File: src/rtl/typeracer_pkg.sv
// Shared TypeRacer constants: letter scan-code table, special keys and the
// ghost typer FSM state encoding. The in-game scorer decodes the same codes.
package typeracer_pkg;

    localparam int         NUM_LETTERS = 26;
    localparam logic [8:0] SPACE_CODE  = 9'd41;
    localparam logic [8:0] BACK_CODE   = 9'd102;

    // Scan code for letters a..z, slot 0 holds 'a'.
    localparam logic [8:0] LETTER_SCAN [NUM_LETTERS] = '{
        9'd28, 9'd50, 9'd33, 9'd35, 9'd36, 9'd43, 9'd52, 9'd51, 9'd67,
        9'd59, 9'd66, 9'd75, 9'd58, 9'd49, 9'd68, 9'd77, 9'd21, 9'd45,
        9'd27, 9'd44, 9'd60, 9'd42, 9'd29, 9'd34, 9'd53, 9'd26
    };

    typedef enum logic [2:0] {
        IDLE,
        PRESS,
        HOLD,
        RELEASE,
        GAP,
        DONE
    } ghost_state_e;

endpackage

File: src/rtl/scancode_lut.sv
// Letter code (1=a .. 26=z) to keyboard scan code. Codes outside 1..26 are
// flagged invalid and map to scan code 0.
module scancode_lut
    import typeracer_pkg::*;
(
    input  logic [4:0] letter_i,
    output logic [8:0] scan_o,
    output logic       valid_o
);

    logic [4:0] slot;

    // Table lookup with range check
    always_comb begin
        valid_o = (letter_i >= 5'd1) && (letter_i <= 5'd26);
        slot    = letter_i - 5'd1;
        scan_o  = valid_o ? LETTER_SCAN[slot] : 9'd0;
    end

endmodule

File: src/rtl/ghost_typer.sv
// Ghost typer: replays a latched word as press/release key events on the
// game tick, finishing with SPACE. Optional typo injection is enabled by
// defining GHOST_TYPO_EN (every TYPO_PERIOD-th letter is typed as wrong
// letter, BACK, correct letter).
//
// state   | meaning
// IDLE    | waiting for start; clears busy
// PRESS   | emit press event for the current key
// HOLD    | key held for HOLD_TICKS ticks
// RELEASE | emit release event, advance to next key
// GAP     | GAP_TICKS idle ticks between keys
// DONE    | one-cycle done pulse
module ghost_typer
    import typeracer_pkg::*;
#(
    parameter int HOLD_TICKS  = 2,
    parameter int GAP_TICKS   = 1,
    parameter int TYPO_PERIOD = 4
) (
    input  logic          clk_div,
    input  logic          rst,
    input  logic          start,
    input  logic          pause,
    input  logic [74:0]   word,
    input  logic [4:0]    wordnum,
    output logic [127:0]  key_down,
    output logic [8:0]    last_change,
    output logic          key_valid,
    output logic          busy,
    output logic          done,
    output logic [10:0]   keys_sent
);

    localparam logic [15:0] HOLD_LOAD = 16'(HOLD_TICKS - 1);
    localparam logic [15:0] GAP_LOAD  = (GAP_TICKS > 0) ? 16'(GAP_TICKS - 1) : 16'd0;

    generate
        if (HOLD_TICKS < 1 || GAP_TICKS < 0 || TYPO_PERIOD < 2) begin : g_bad_param
            $error("ghost_typer: illegal HOLD_TICKS/GAP_TICKS/TYPO_PERIOD");
        end
    endgenerate

    ghost_state_e  state_q, state_d;
    logic [15:0]   tick_q, tick_d;
    logic [3:0]    idx_q, idx_d;
    logic [1:0]    sub_q, sub_d;
    logic          fin_q, fin_d;
    logic [79:0]   word_q, word_d;
    logic [3:0]    num_q, num_d;
    logic [127:0]  key_down_q, key_down_d;
    logic [8:0]    last_q, last_d;
    logic          kv_q, kv_d;
    logic          busy_q, busy_d;
    logic          done_q, done_d;
    logic [10:0]   sent_q, sent_d;

    logic [4:0]    cur_letter;
    logic [4:0]    wrong_letter;
    logic [4:0]    lut_in;
    logic [8:0]    lut_scan;
    logic          lut_valid;
    logic          typo_slot;
    logic          typo;
    logic          is_space;
    logic [8:0]    code;

    // word_q carries a zero pad above letter 14 so idx 15 reads an
    // invalid letter and falls through to SPACE.
    assign cur_letter = word_q[5*idx_q +: 5];

`ifdef GHOST_TYPO_EN
    assign typo_slot = (32'(idx_q) % TYPO_PERIOD) == (TYPO_PERIOD - 1);
`else
    assign typo_slot = 1'b0;
`endif

    // Wrong letter is the next one alphabetically; invalid codes stay invalid
    always_comb begin
        if (cur_letter == 5'd26)
            wrong_letter = 5'd1;
        else if (cur_letter == 5'd0)
            wrong_letter = 5'd0;
        else
            wrong_letter = cur_letter + 5'd1;
    end

    assign lut_in = (typo_slot && sub_q == 2'd0) ? wrong_letter : cur_letter;

    scancode_lut u_lut (
        .letter_i (lut_in),
        .scan_o   (lut_scan),
        .valid_o  (lut_valid)
    );

    // Key selector: SPACE once letters run out or hit an invalid code
    always_comb begin
        is_space = (idx_q >= num_q) || !lut_valid;
        typo     = typo_slot && !is_space;
        if (is_space)
            code = SPACE_CODE;
        else if (typo && sub_q == 2'd1)
            code = BACK_CODE;
        else
            code = lut_scan;
    end

    // Next-state and registered-output logic
    always_comb begin
        state_d    = state_q;
        tick_d     = tick_q;
        idx_d      = idx_q;
        sub_d      = sub_q;
        fin_d      = fin_q;
        word_d     = word_q;
        num_d      = num_q;
        key_down_d = key_down_q;
        last_d     = last_q;
        busy_d     = busy_q;
        sent_d     = sent_q;
        kv_d       = 1'b0;
        done_d     = 1'b0;

        if (!pause) begin
            case (state_q)
                IDLE: begin
                    busy_d = 1'b0;
                    if (start) begin
                        word_d  = {5'd0, word};
                        num_d   = (wordnum > 5'd15) ? 4'd15 : wordnum[3:0];
                        idx_d   = 4'd0;
                        sub_d   = 2'd0;
                        fin_d   = 1'b0;
                        sent_d  = 11'd0;
                        state_d = PRESS;
                    end
                end
                PRESS: begin
                    kv_d       = 1'b1;
                    last_d     = code;
                    key_down_d = '0;
                    key_down_d[code[6:0]] = 1'b1;
                    busy_d     = 1'b1;
                    if (sent_q != 11'h7FF)
                        sent_d = sent_q + 11'd1;
                    tick_d     = HOLD_LOAD;
                    state_d    = HOLD;
                end
                HOLD: begin
                    if (tick_q == 16'd0)
                        state_d = RELEASE;
                    else
                        tick_d = tick_q - 16'd1;
                end
                RELEASE: begin
                    kv_d       = 1'b1;
                    last_d     = code;
                    key_down_d = '0;
                    if (is_space) begin
                        fin_d = 1'b1;
                    end else if (typo && sub_q != 2'd2) begin
                        sub_d = sub_q + 2'd1;
                    end else begin
                        sub_d = 2'd0;
                        idx_d = idx_q + 4'd1;
                    end
                    if (GAP_TICKS == 0) begin
                        state_d = is_space ? DONE : PRESS;
                    end else begin
                        tick_d  = GAP_LOAD;
                        state_d = GAP;
                    end
                end
                GAP: begin
                    if (tick_q == 16'd0)
                        state_d = fin_q ? DONE : PRESS;
                    else
                        tick_d = tick_q - 16'd1;
                end
                DONE: begin
                    done_d  = 1'b1;
                    state_d = IDLE;
                end
                default: state_d = IDLE;
            endcase
        end
    end

    // State and output registers, cleared asynchronously
    always_ff @(posedge clk_div or posedge rst) begin
        if (rst) begin
            state_q    <= IDLE;
            tick_q     <= '0;
            idx_q      <= '0;
            sub_q      <= '0;
            fin_q      <= 1'b0;
            word_q     <= '0;
            num_q      <= '0;
            key_down_q <= '0;
            last_q     <= '0;
            kv_q       <= 1'b0;
            busy_q     <= 1'b0;
            done_q     <= 1'b0;
            sent_q     <= '0;
        end else begin
            state_q    <= state_d;
            tick_q     <= tick_d;
            idx_q      <= idx_d;
            sub_q      <= sub_d;
            fin_q      <= fin_d;
            word_q     <= word_d;
            num_q      <= num_d;
            key_down_q <= key_down_d;
            last_q     <= last_d;
            kv_q       <= kv_d;
            busy_q     <= busy_d;
            done_q     <= done_d;
            sent_q     <= sent_d;
        end
    end

    assign key_down    = key_down_q;
    assign last_change = last_q;
    assign key_valid   = kv_q;
    assign busy        = busy_q;
    assign done        = done_q;
    assign keys_sent   = sent_q;

endmodule

File: config.mk
export PLATFORM = sky130hd
export DESIGN_NAME = ghost_typer
export DESIGN_NICKNAME = d
export VERILOG_FILES = /design/src/rtl/typeracer_pkg.sv /design/src/rtl/scancode_lut.sv /design/src/rtl/ghost_typer.sv
export SDC_FILE = /design/constraint.sdc
export NUM_CORES = 1
export LEC_CHECK = 0
export ABC_CLOCK_PERIOD_IN_PS = 18000
export CAP_MARGIN = 40
export CORE_UTILIZATION = 50
export DETAILED_ROUTE_END_ITERATION = 10
export PLACE_DENSITY = 0.78
export SYNTH_ARGS = -nofsm -noshare
export SYNTH_HDL_FRONTEND = slang
export SYNTH_SLANG_ARGS = --single-unit
File: constraint.sdc
create_clock -name clk_div -period 18 [get_ports clk_div]
set_input_delay 2.7 -clock clk_div [delete_from_list [all_inputs] [get_ports clk_div]]
set_output_delay 2.7 -clock clk_div [all_outputs]
set_load 0.1 [all_outputs]
==> results of run 1 <==
[cell families (layout without fill, tap and decap cells)]
group,Yosys count,count (layout),synth area share [%]
AOI/OAI and AO/OA,207,207,13.1
xor gates and xnor gates,26,26,2.11
adders and majority gates,15,15,1.61
buffers and inverters,97,462,3.51
DFF,252,252,54.0
muxes,34,34,4.24
other,1,2,0.0321
and+or+nand+nor,556,556,21.3
[registers in the layout, summed over array words and instances, names as in the netlist]
| register | flops |
|---|---|
| key_down | 128 |
| idx_q | 4 |
| num_q | 4 |
| state_q | 3 |
| done | 1 |
| busy | 1 |
| key_valid | 1 |
| tick_q | 16 |
| keys_sent | 11 |
| word_q | 75 |
| last_change | 7 |
| fin_q | 1 |
[final cells by class]
cell class	count	area, µm²
clock inverter	13	136
tap	313	392
fill	1334	4980
sequential	252	6310
multi-input combinational	840	4980
inverter	19	78.8
clock buffer	35	746
timing repair buffer	395	5150
[cells in the final DEF, fill, tap and decap left out, types with 10 or more instances in the layout]
master / Yosys / final
sky130_fd_sc_hd__dfrtp_1: 252 / 252
sky130_fd_sc_hd__buf_8: 0 / 116
sky130_fd_sc_hd__nand4_1: 11 / 11
sky130_fd_sc_hd__nor4_1: 11 / 11
sky130_fd_sc_hd__a21oi_1: 15 / 15
sky130_fd_sc_hd__and2_1: 52 / 52
sky130_fd_sc_hd__o21ai_0: 33 / 33
sky130_fd_sc_hd__xor2_1: 10 / 10
sky130_fd_sc_hd__o31ai_1: 70 / 70
sky130_fd_sc_hd__xnor2_1: 15 / 15
sky130_fd_sc_hd__clkbuf_16: 0 / 27
sky130_fd_sc_hd__o31ai_2: 10 / 10
sky130_fd_sc_hd__buf_16: 0 / 36
sky130_fd_sc_hd__nand3_1: 22 / 21
sky130_fd_sc_hd__inv_1: 16 / 15
sky130_fd_sc_hd__nor3_1: 12 / 12
sky130_fd_sc_hd__clkdlybuf4s50_1: 0 / 232
sky130_fd_sc_hd__nor2_1: 54 / 54
sky130_fd_sc_hd__nand2_1: 348 / 347
sky130_fd_sc_hd__a21o_1: 10 / 10
sky130_fd_sc_hd__mux2i_1: 19 / 19
sky130_fd_sc_hd__ha_1: 15 / 15
[power groups by stage]
stage | clock, mW | sequential [mW] | combinational (mW)
2_1_floorplan | 0 | 1.16 | 0.961
3_3_place_gp | 0 | 0.830 | 1.70
3_5_place_dp | 0 | 0.841 | 1.99
4_1_cts | 0.556 | 0.834 | 2.01
5_1_grt | 0.578 | 0.850 | 2.14
6_report | 0.551 | 0.838 | 2.05
[path summary, 6_finish.rpt]
kind                                             end  slack, ns  cells past startpoint
min reg2reg                    word_q[2]$_DFFE_PP0P_       0.47                      2
max reg2reg                 key_down[26]$_DFFE_PP0P_      11.83                     17
max in group asynchronous  key_down[110]$_DFFE_PP0P_      13.88                      3
max                         key_down[26]$_DFFE_PP0P_      11.83                     17
min                            word_q[2]$_DFFE_PP0P_       0.47                      2
min in group asynchronous      tick_q[7]$_DFFE_PP0P_       2.73                      2
[through the flow]
| stage | std cells | util [%] | worst slack, ns | hold WS [ns] |
|---|---|---|---|---|
| after floorplan | 1189 | - | 8.37 | 0.437 |
| after global placement | 1665 | 62.1 | 12.07 | 0.454 |
| after detailed placement | 1819 | 74.3 | 12.10 | 0.456 |
| after CTS | 1867 | 78.1 | 11.98 | 0.472 |
| after global routing | 1867 | 78.1 | 11.48 | 0.494 |
| final | 1867 | 78.1 | 11.83 | 0.469 |
[cells in the mapped netlist (8+ instances only)]
cell type	number	area, µm²
sky130_fd_sc_hd__and2_1	52	325
sky130_fd_sc_hd__o31ai_2	10	125
sky130_fd_sc_hd__dfrtp_1	252	6310
sky130_fd_sc_hd__o21ai_0	33	165
sky130_fd_sc_hd__nand3_1	22	110
sky130_fd_sc_hd__mux2i_1	19	190
sky130_fd_sc_hd__o31ai_1	70	526
sky130_fd_sc_hd__mux4_2	9	203
sky130_fd_sc_hd__xor2_1	10	87.6
sky130_fd_sc_hd__a22oi_1	8	60.1
sky130_fd_sc_hd__ha_1	15	188
sky130_fd_sc_hd__nand2_1	348	1310
sky130_fd_sc_hd__nor4_1	11	68.8
sky130_fd_sc_hd__inv_1	16	60.1
sky130_fd_sc_hd__nor3_1	12	60.1
sky130_fd_sc_hd__a21oi_1	15	75.1
sky130_fd_sc_hd__o22ai_1	9	56.3
sky130_fd_sc_hd__o41ai_1	8	70.1
sky130_fd_sc_hd__clkbuf_1	64	240
sky130_fd_sc_hd__nand4_1	11	68.8
sky130_fd_sc_hd__a21o_1	10	75.1
sky130_fd_sc_hd__nor2_1	54	203
sky130_fd_sc_hd__xnor2_1	15	131
[layer usage]
metal  global-route usage [%]  routed length [µm]  up-vias
met5                        0                   0        -
met4                     14.8                1690        0
met3                     5.18                2470      138
met2                     56.4               19100      550
met1                     37.2               14000     5164
li1                         -                   -     4784
[worst max-delay path, cell delays in order, from the launching register on]
cell                       delay (ns)
sky130_fd_sc_hd__dfrtp_1         0.47
sky130_fd_sc_hd__buf_4           0.43
sky130_fd_sc_hd__mux2i_1         0.15
sky130_fd_sc_hd__a22oi_1         0.31
sky130_fd_sc_hd__a21oi_1         0.12
sky130_fd_sc_hd__a21oi_1         0.41
sky130_fd_sc_hd__inv_1           0.16
sky130_fd_sc_hd__ha_1            0.30
sky130_fd_sc_hd__inv_1           0.15
sky130_fd_sc_hd__nor2_1          0.07
sky130_fd_sc_hd__a21boi_0        0.23
sky130_fd_sc_hd__nor3_2          0.73
sky130_fd_sc_hd__inv_2           0.25
sky130_fd_sc_hd__mux2i_1         0.26
sky130_fd_sc_hd__a311oi_1        0.58
sky130_fd_sc_hd__a21o_1          0.34
sky130_fd_sc_hd__nand3_1         0.32
sky130_fd_sc_hd__o41ai_1         0.70
==> qor_table.md, run 1 <==
| Metric | Value | Unit |
| --- | --- | --- |
| Result of the run | completed | - |
| Routed length per instance | 20.0 | µm |
| Clock buffer depth | 3 | - |
| Clock transition at the registers of the reported paths | 0.07 | ns |
| Largest net degree at the start of global routing | 118 | - |
| Net load switching power | 1.76 | mW |
| Final total negative setup slack | 0 | ns |
| Final instance area | 17800 | µm² |
| Post-synthesis instance area | 11700 | µm² |
| Number of clock buffers inserted by TritonCTS | 26 | - |
| DR vias/cell | 5.70 | - |
| Part of the Yosys area used for sequential elements | 54.0 | % |
| Initial Utilization | 51.2 | % |
| Number of enable-type register cells in the synthesized netlist | 0 | - |
| Unrepaired setup endpoints after global routing | no | - |
| Worst Tran Pin Value | 0.932 | ns |
| Die area | 23900 | µm² |
| Warnings, synthesis | 0 | - |
| Fraction of final layout cells with drive strength greater than 1 | 16.1 | % |
| Crit path max fanout | 28 | - |
| Total placed instance area | 16900 | µm² |
| Placeable core region | 22800 | µm² |
| Number of post-CTS setup repair buffers | 0 | - |
| Row Count | 55 | - |
| HPWL Detailed | 26.4 | mm |
| Crit path time final | 6.17 | ns |
| Final setup violation count | 0 | - |
| Sequential Power Share | 24.4 | % |
| Clock tree root driver cell | sky130_fd_sc_hd__clkbuf_16 | - |
| Worst EP arrival | 6.53 | ns |
| Global placer's final weighted congestion | 0.906 | - |
| Maximum Capacitance Violations | 0 | - |
| Number of unique standard cell types used by synthesis | 73 | - |
| Global-route wire length before repair | 59.0 | mm |
| X dimension of the die | 155 | µm |
| Most frequently used flop master after synthesis | sky130_fd_sc_hd__dfrtp_1 | - |
| Remaining global-route overflow | 0 | - |
| Clock Sinks | 252 | - |
| Remaining DRCs | 0 | - |
| Number of hold buffers added after cts | 0 | - |
| Post-synthesis async set-or-reset flop share | 100 | % |
| Normalized max-slew margin | 37.8 | % |
| Worst endpoint required time | 18.36 | ns |
| N_diodes | 0 | - |
| Crit share post-route | 34.3 | % |
| Worst min-delay path startpoint | word_q[2]$_DFFE_PP0P_ | - |
| Post-detailed-routing wire length | 37.3 | mm |
| H-tree lvl count | 1 | - |
| Area added between synthesis and finish | 52.5 | % |
| Total power consumption of the routed design | 3.44 | mW |
| Io pins | 235 | - |
| Initial antenna violation count | 0 | - |
| Source-to-sink clock delay at the later pin of the worst-skew pair | 0.53 | ns |
| Highest clock rate | 162 | MHz |
| Length of the first detailed-routing pass in iterations | 7 | - |
| Combinational Power Share | 59.6 | % |
| Flip-flop and latch count after synthesis | 252 | - |
| Portion of total power attributed to the clock network | 16.0 | % |
| Switching share of total power | 51.3 | % |
| Classification of the worst setup path | register to register | - |
| Mapped Avg Cell Area | 9.82 | µm² |
| Total track usage | 31.6 | % |
| Count of cells resized by post-cts repair | 0 | - |
| Launching element type of the critical path | register | - |
| Final hold violation count | 0 | - |
| Final layout net count | 1633 | - |
| Critical register-to-register path startpoint | idx_q[1]$_DFFE_PP0P_ | - |
| Leak pwr | 8.06 | nW |
| Hold/Removal Path Class | register to register | - |
| Sort of element at the end of the critical path | register | - |
| Count of routing violations after the opening detailed-route iteration | 1087 | - |
| Synthesized instance count | 1188 | - |
| Die Y | 155 | µm |
| Maximum resistive drop on vdd | 181 | µV |
| Launch point of the critical path | idx_q[1]$_DFFE_PP0P_ | - |
| Cell Pwr Density | 193 | nW/µm² |
| Clock tree from TritonCTS | done | - |
| Internal power contribution | 1.67 | mW |
| Layout Skew | 0.0118 | ns |
| Total via count after detailed routing | 10600 | - |
| Via count of the first global-routing pass | 11100 | - |
| Final number of max-transition violations | 0 | - |
| Antenna Nets Post-Route | 0 | - |
| Count of buffers from port buffering | 232 | - |
Power figures use the tool's default switching activity.
==> run 2, diff against run 1 <==
- ABC_CLOCK_PERIOD_IN_PS: 18000 -> 5400
- CORE_UTILIZATION: 50 -> 47
- PLACE_DENSITY: 0.78 -> 0.77
- clock period: 18 -> 5.4 ns (I/O delays scaled with it)
==> run 2 against run 1 <==
Compared with the run above:
- routed wire length rose by 0.28%
- combinational power grew to 3.4 times the previous value
- largest power group unchanged
- die area grew 6.3%
- clock power grew to 3.5 times the previous value
- non-clock buffer count rose by 18
- worst hold slack improved by 0.0058 ns
==> qor_table.md, run 2 (synthesis gave the netlist of run 1 again) <==
| Metric | Value | Unit | Delta |
| --- | --- | --- | --- |
| Storage element area | 6310 | µm² | about the same |
| Clock buffer depth | 3 | - | unchanged |
| Final total negative setup slack | 0 | ns | unchanged |
| Post-detailed-routing wire length | 37.4 | mm | +0.28% |
| Maximum Capacitance Violations | 0 | - | unchanged |
| Clock tree from TritonCTS | done | - |  |
| Crit share post-route | 94.5 | % | +60 points |
| Initial antenna violation count | 0 | - | unchanged |
| Fraction of final layout cells with drive strength greater than 1 | 17.4 | % | +1.3 points |
| Source-to-sink clock delay at the later pin of the worst-skew pair | 0.53 | ns | about the same |
| Worst Tran Pin Value | 0.897 | ns | -0.0354 ns |
| HPWL Detailed | 26.4 | mm | +0.17% |
| Post-Place Cells | 1843 | - | +1.3% |
| Placeable core region | 24300 | µm² | +6.8% |
| Classification of the worst setup path | register to register | - |  |
| DR vias/cell | 5.61 | - | -1.5% |
| Worst min-delay path startpoint | word_q[50]$_DFFE_PP0P_ | - |  |
| Slowest stage delay, CP | 0.48 | ns | -0.25 ns |
| Worst EP arrival | 5.51 | ns | -1.02 ns |
| Layout Skew | 0.0104 | ns | -0.00142 ns |
| Count of buffers from port buffering | 232 | - | unchanged |
| Leak pwr | 8.16 | nW | +1.2% |
| Number of clock buffers inserted by TritonCTS | 26 | - | unchanged |
| Antenna Nets Post-Route | 0 | - | unchanged |
| Launching element type of the critical path | register | - |  |
| Global-route wire length before repair | 60.3 | mm | +2.3% |
| Final setup violation count | 0 | - | unchanged |
| Normalized max-slew margin | 40.2 | % | +2.4 points |
| Largest net degree at the start of global routing | 123 | - | +4.2% |
| Worst endpoint required time | 5.80 | ns | -12.56 ns |
| Clock Sinks | 252 | - | unchanged |
| Sort of element at the end of the critical path | register | - |  |
| Via count of the first global-routing pass | 11200 | - | +1.1% |
| Grt met3 use | 4.19 | % | -0.99 points |
| Maximum resistive drop on vdd | 429 | µV | +140% |
| Count of placed standard cells in the final layout, fillers left out | 1896 | - | +1.6% |
| Crit path time final | 5.10 | ns | -1.06 ns |
| Critical register-to-register path startpoint | idx_q[1]$_DFFE_PP0P_ | - |  |
| Peak-usage layer in the global routing report | met2 | - |  |
| Global-route track usage on met2 | 51.3 | % | -5.1 points |
| Remaining global-route overflow | 0 | - | unchanged |
| Total track usage | 29.7 | % | -1.9 points |
| Length of the first detailed-routing pass in iterations | 7 | - | unchanged |
| Final number of max-transition violations | 0 | - | unchanged |
| Count of routing violations after the opening detailed-route iteration | 932 | - | -14% |
| Final instance area | 18000 | µm² | +1.0% |
| Clock transition at the registers of the reported paths | 0.07 | ns | about the same |
| Fillers | 1565 | - | +17% |
| Cell Pwr Density | 655 | nW/µm² | +240% |
| Final hold violation count | 0 | - | unchanged |
| Most common cell after layout, fill and taps aside | sky130_fd_sc_hd__nand2_1 | - |  |
| Max reg flops | 128 | - | unchanged |
| Initial Utilization | 48.0 | % | -3.2 points |
| N_diodes | 0 | - | unchanged |
| Final core occ | 73.9 | % | -4.2 points |
| Final layout net count | 1651 | - | +1.1% |
| Io pins | 235 | - | unchanged |
| Launch point of the critical path | idx_q[1]$_DFFE_PP0P_ | - |  |
| Cell with the biggest individual delay on the critical path | sky130_fd_sc_hd__dfrtp_1 | - |  |
| Die area | 25500 | µm² | +6.3% |
| Total power consumption of the routed design | 11.8 | mW | +240% |
| Routed length per instance | 19.7 | µm | -1.3% |
| Die Y | 160 | µm | +3.1% |
| H-tree lvl count | 1 | - | unchanged |
| Row Count | 57 | - | +3.6% |
| Global placer's final weighted congestion | 0.871 | - | -3.9% |
| X dimension of the die | 160 | µm | +3.1% |
| Remaining DRCs | 0 | - | unchanged |
| Number of hold buffers added after cts | 0 | - | unchanged |
| Crit path max fanout | 23 | - | -18% |
| Result of the run | completed | - |  |
| Highest clock rate | 196 | MHz | +21% |
| Total placed instance area | 17000 | µm² | +0.45% |
| Met1 track utilization from global routing | 36.6 | % | -0.64 points |
| Area added between synthesis and finish | 54.1 | % |  |
| Clock tree root driver cell | sky130_fd_sc_hd__clkbuf_16 | - |  |
| Total via count after detailed routing | 10600 | - | +0.028% |
| Sequence of cells on the critical path | buf_12, mux2i_1, a22oi_1, a21oi_1, a21oi_1, buf_4, inv_1, ha_1, inv_1, nor2_1, a21boi_0, buf_4, nor3_2, inv_2, mux2i_2, a311oi_1, a21oi_2, nand4_1, o31ai_1 | - |  |
| Hold/Removal Path Class | register to register | - |  |
| Multi-input gate area in the final layout | 5000 | µm² | +0.40% |
| Top library cells by usage in the layout, fill and taps aside | sky130_fd_sc_hd__nand2_1, sky130_fd_sc_hd__dfrtp_1, sky130_fd_sc_hd__clkdlybuf4s50_1 | - |  |
## run 2: changes by cell type in the layout (fill, tap and decap cells not counted), sizes merged
cell,delta
clkinvlp,-4
inv,-1
bufinv,+2
clkbuf,+2
clkinv,+1
buf,+18
## run 2: metal layers
| layer | vias to the layer above | part of all wire [%] |
|---|---|---|
| li1 | 4824 | - |
| met1 | 5165 | 39 |
| met2 | 510 | 50 |
| met3 | 140 | 5.7 |
| met4 | 0 | 5.0 |
| met5 | - | 0 |
## run 2: through the flow
step	worst slack, ns	hold slack, ns
floorplan	0.338	0.437
finish	0.296	0.475
CTS	0.119	0.477
detailed placement	0.165	0.461
global placement	0.476	0.457
global route	-0.0145	0.494
## run 2: layout make-up
type,instances,share of cell area [%]
multi-input combinational,840,27.8
clock inverter,11,0.912
sequential,252,35.1
timing repair buffer,413,29.2
tap,324,2.25
inverter,19,0.418
clock buffer,37,4.25
## run 2: power by group
| group | leakage [nW] | internal, mW | switching, mW |
|---|---|---|---|
| combinational | 4.34 | 2.26 | 4.78 |
| sequential | 3.37 | 2.40 | 0.396 |
| clock | 0.451 | 1.18 | 0.766 |
| total | 8.16 | 5.83 | 5.94 |
## run 2: final timing paths
kind | endpoint | slack [ns] | depth (start not counted)
worst max-delay path | key_down[6]$_DFFE_PP0P_ | 0.30 | 19
worst min-delay path | word_q[50]$_DFFE_PP0P_ | 0.48 | 2
worst max register to register | key_down[6]$_DFFE_PP0P_ | 0.30 | 19
worst min register to register | word_q[50]$_DFFE_PP0P_ | 0.48 | 2
max in group asynchronous | idx_q[0]$_DFFE_PP0P_ | 3.71 | 4
min in group asynchronous | key_valid$_DFF_PP0_ | 0.52 | 2
## run 2: what timing repair did
| item | CTS | global route |
|---|---|---|
| gates resized for setup | 0 | 6 |
| setup buffers | 0 | 5 |
| endpoints found under the setup margin | 0 | 77 |
## run 2: critical path: cells and delay by family (launching register included)
kind	cells	cell delay [ns]
compound gates	7	1.87
fa+ha+maj	1	0.27
buf+inv	6	0.98
flops	1	0.48
mux	2	0.53
simple gates	3	0.81
==> run 3, diff against run 2 <==
- GPL_ROUTABILITY_DRIVEN: unset -> 0
==> run 3 against run 2 <==
Compared with the run above:
- combinational power decreased by 2%
- setup slack lost 0.026 ns
- non-clock buffer count shrank 8
- clock-buffer cell count rose by 1
- sequential share of layout area rose by 0.16 points
- largest power group unchanged
- die area unchanged
- largest cell class unchanged
- highest routed layer unchanged
==> qor_table.md, run 3 (synthesis gave the netlist of run 1 again) <==
| Metric | Value | Unit | Delta |
| --- | --- | --- | --- |
| Launching element type of the critical path | register | - |  |
| Layout Skew | 0.0108 | ns | +0.000386 ns |
| Hold worst-path end | word_q[47]$_DFFE_PP0P_ | - |  |
| Clock tree from TritonCTS | done | - |  |
| Top library cells by usage in the layout, fill and taps aside | sky130_fd_sc_hd__nand2_1, sky130_fd_sc_hd__dfrtp_1, sky130_fd_sc_hd__clkdlybuf4s50_1 | - |  |
| Length of the first detailed-routing pass in iterations | 8 | - | +1 |
| Maximum Capacitance Violations | 0 | - | unchanged |
| Global-route wire length before repair | 58.8 | mm | -2.5% |
| Number of clock buffers inserted by TritonCTS | 27 | - | +3.8% |
| Normalized max-slew margin | 44.6 | % | +4.3 points |
| Final setup violation count | 0 | - | unchanged |
| Clock Sinks | 252 | - | unchanged |
| Final instance area | 17900 | µm² | -0.47% |
| Worst Hold Slack | 0.474 | ns | -0.00120 ns |
| Die area | 25500 | µm² | unchanged |
| Worst EP arrival | 5.54 | ns | +0.03 ns |
| Largest net degree at the start of global routing | 123 | - | unchanged |
| Worst endpoint required time | 5.80 | ns | about the same |
| Fraction of final layout cells with drive strength greater than 1 | 16.8 | % | -0.55 points |
| Reg-to-reg critical path endpoint | key_down[1]$_DFFE_PP0P_ | - |  |
| Final hold violation count | 0 | - | unchanged |
| Hold/Removal Path Class | register to register | - |  |
| Count of cells along the worst hold path | 2 | - | unchanged |
| Initial antenna violation count | 0 | - | unchanged |
| Antenna Nets Post-Route | 0 | - | unchanged |
| Placeable core region | 24300 | µm² | unchanged |
| Count of routing violations after the opening detailed-route iteration | 1059 | - | +14% |
| Source-to-sink clock delay at the later pin of the worst-skew pair | 0.54 | ns | about the same |
| HPWL Detailed | 25.4 | mm | -4.0% |
| Post-detailed-routing wire length | 36.2 | mm | -3.1% |
| Sort of element at the end of the critical path | register | - |  |
| Crit path time final | 5.13 | ns | +0.0262 ns |
| Row Count | 57 | - | unchanged |
| Total via count after detailed routing | 10700 | - | +0.45% |
| Worst Tran Pin Value | 0.832 | ns | -0.0649 ns |
| Highest clock rate | 195 | MHz | -0.51% |
| Max reg flops | 128 | - | unchanged |
| Crit path max fanout | 21 | - | -8.7% |
| Maximum resistive drop on vdd | 671 | µV | +56% |
| Clock buffer depth | 3 | - | unchanged |
| Number of hold buffers added after cts | 0 | - | unchanged |
| Remaining global-route overflow | 0 | - | unchanged |
| Post-Place Cells | 1837 | - | -0.33% |
| Area added between synthesis and finish | 53.4 | % |  |
| Crit share post-route | 95.0 | % | +0.48 points |
| Clock transition at the registers of the reported paths | 0.06 | ns | about the same |
| Worst setup slack for register-to-register paths | 0.27 | ns | -0.03 ns |
| Count of placed standard cells in the final layout, fillers left out | 1888 | - | -0.42% |
| Final layout net count | 1644 | - | -0.42% |
| Critical register-to-register path startpoint | idx_q[1]$_DFFE_PP0P_ | - |  |
| Remaining DRCs | 0 | - | unchanged |
| Die Y | 160 | µm | unchanged |
| Via count of the first global-routing pass | 11000 | - | -1.3% |
| Final core occ | 73.6 | % | -0.34 points |
| Count of buffers from port buffering | 232 | - | unchanged |
| N_diodes | 0 | - | unchanged |
| Io pins | 235 | - | unchanged |
| Cell Pwr Density | 649 | nW/µm² | -0.94% |
| Routed length per instance | 19.2 | µm | -2.7% |
| Worst min-delay path startpoint | word_q[47]$_DFFE_PP0P_ | - |  |
| Total placed instance area | 16900 | µm² | -0.29% |
| H-tree lvl count | 1 | - | unchanged |
| X dimension of the die | 160 | µm | unchanged |
| Initial Utilization | 48.0 | % | unchanged |
| Clock tree root driver cell | sky130_fd_sc_hd__clkbuf_16 | - |  |
| DR vias/cell | 5.66 | - | +0.88% |
| Leak pwr | 8.13 | nW | -0.35% |
| Unrepaired setup endpoints after global routing | yes | - |  |
| Classification of the worst setup path | register to register | - |  |
| Most common cell after layout, fill and taps aside | sky130_fd_sc_hd__nand2_1 | - |  |
| Worst Reg-to-Reg Cells | 18 | - | -1 |
| Final number of max-transition violations | 0 | - | unchanged |
| Total track usage | 28.9 | % | -0.81 points |
| Result of the run | completed | - |  |
## run 3: per-layer routing
layer / part of all wire, % / track usage, %
met3: 6.7 / 4.40
met1: 39 / 36.3
met5: 0 / 0
met2: 50 / 49.9
met4: 4.3 / 11.6
## run 3: timing repair
item | CTS | global route
buffers inserted | 0 | 3
gates resized for setup | 0 | 6
endpoints found under the setup margin | 0 | 76
## run 3: worst max-delay path by stage
stage                                     to  cells after the start  slack (ns)                  from
CTS                 key_down[34]$_DFFE_PP0P_                     16        0.01  idx_q[0]$_DFFE_PP0P_
detailed placement  key_down[10]$_DFFE_PP0P_                     16        0.20  idx_q[0]$_DFFE_PP0P_
global route        key_down[29]$_DFFE_PP0P_                     18       -0.06  idx_q[1]$_DFFE_PP0P_
finish               key_down[1]$_DFFE_PP0P_                     18        0.27  idx_q[1]$_DFFE_PP0P_
global placement    key_down[26]$_DFFE_PP0P_                     14        0.31  idx_q[0]$_DFFE_PP0P_
floorplan           key_down[44]$_DFFE_PP0P_                     19        0.34  idx_q[1]$_DFFE_PP0P_
## run 3: through the flow
| stage | power (mW) | setup WS, ns | setup TNS [ns] |
|---|---|---|---|
| 6_report | 11.6 | 0.269 | 0 |
| 5_1_grt | 12.1 | -0.0626 | -0.229 |
| 3_5_place_dp | 9.40 | 0.195 | 0 |
| 3_3_place_gp | 8.39 | 0.314 | 0 |
| 2_1_floorplan | 7.06 | 0.338 | 0 |
| 4_1_cts | 11.4 | 0.0134 | 0 |
## run 3: cell type report
| class | count | area (µm²) |
|---|---|---|
| Clock inverter | 10 | 131 |
| Inverter | 19 | 75.1 |
| Fill cell | 1522 | 6420 |
| Clock buffer | 38 | 777 |
| Timing Repair Buffer | 405 | 5190 |
| Tap cell | 324 | 405 |
| Sequential cell | 252 | 6310 |
| Multi-Input combinational cell | 840 | 5010 |
## run 3: critical path: stages (launching register included)
cell	delay (ns)
sky130_fd_sc_hd__dfrtp_1	0.46
sky130_fd_sc_hd__buf_4	0.35
sky130_fd_sc_hd__mux2i_1	0.13
sky130_fd_sc_hd__a22oi_1	0.32
sky130_fd_sc_hd__a21oi_1	0.12
sky130_fd_sc_hd__a21oi_1	0.14
sky130_fd_sc_hd__buf_4	0.17
sky130_fd_sc_hd__inv_1	0.08
sky130_fd_sc_hd__ha_1	0.26
sky130_fd_sc_hd__inv_1	0.15
sky130_fd_sc_hd__nor2_1	0.07
sky130_fd_sc_hd__mux2_2	0.31
sky130_fd_sc_hd__nor3_4	0.38
sky130_fd_sc_hd__inv_2	0.18
sky130_fd_sc_hd__mux2i_2	0.40
sky130_fd_sc_hd__a311oi_1	0.22
sky130_fd_sc_hd__a21oi_2	0.39
sky130_fd_sc_hd__nand4_1	0.37
sky130_fd_sc_hd__o31ai_1	0.47
## run 3: power by group
group	total, mW	internal, mW	switching, mW
registers	2.79	2.40	0.393
logic	6.91	2.22	4.69
clock network	1.90	1.14	0.763
total	11.6	5.76	5.84
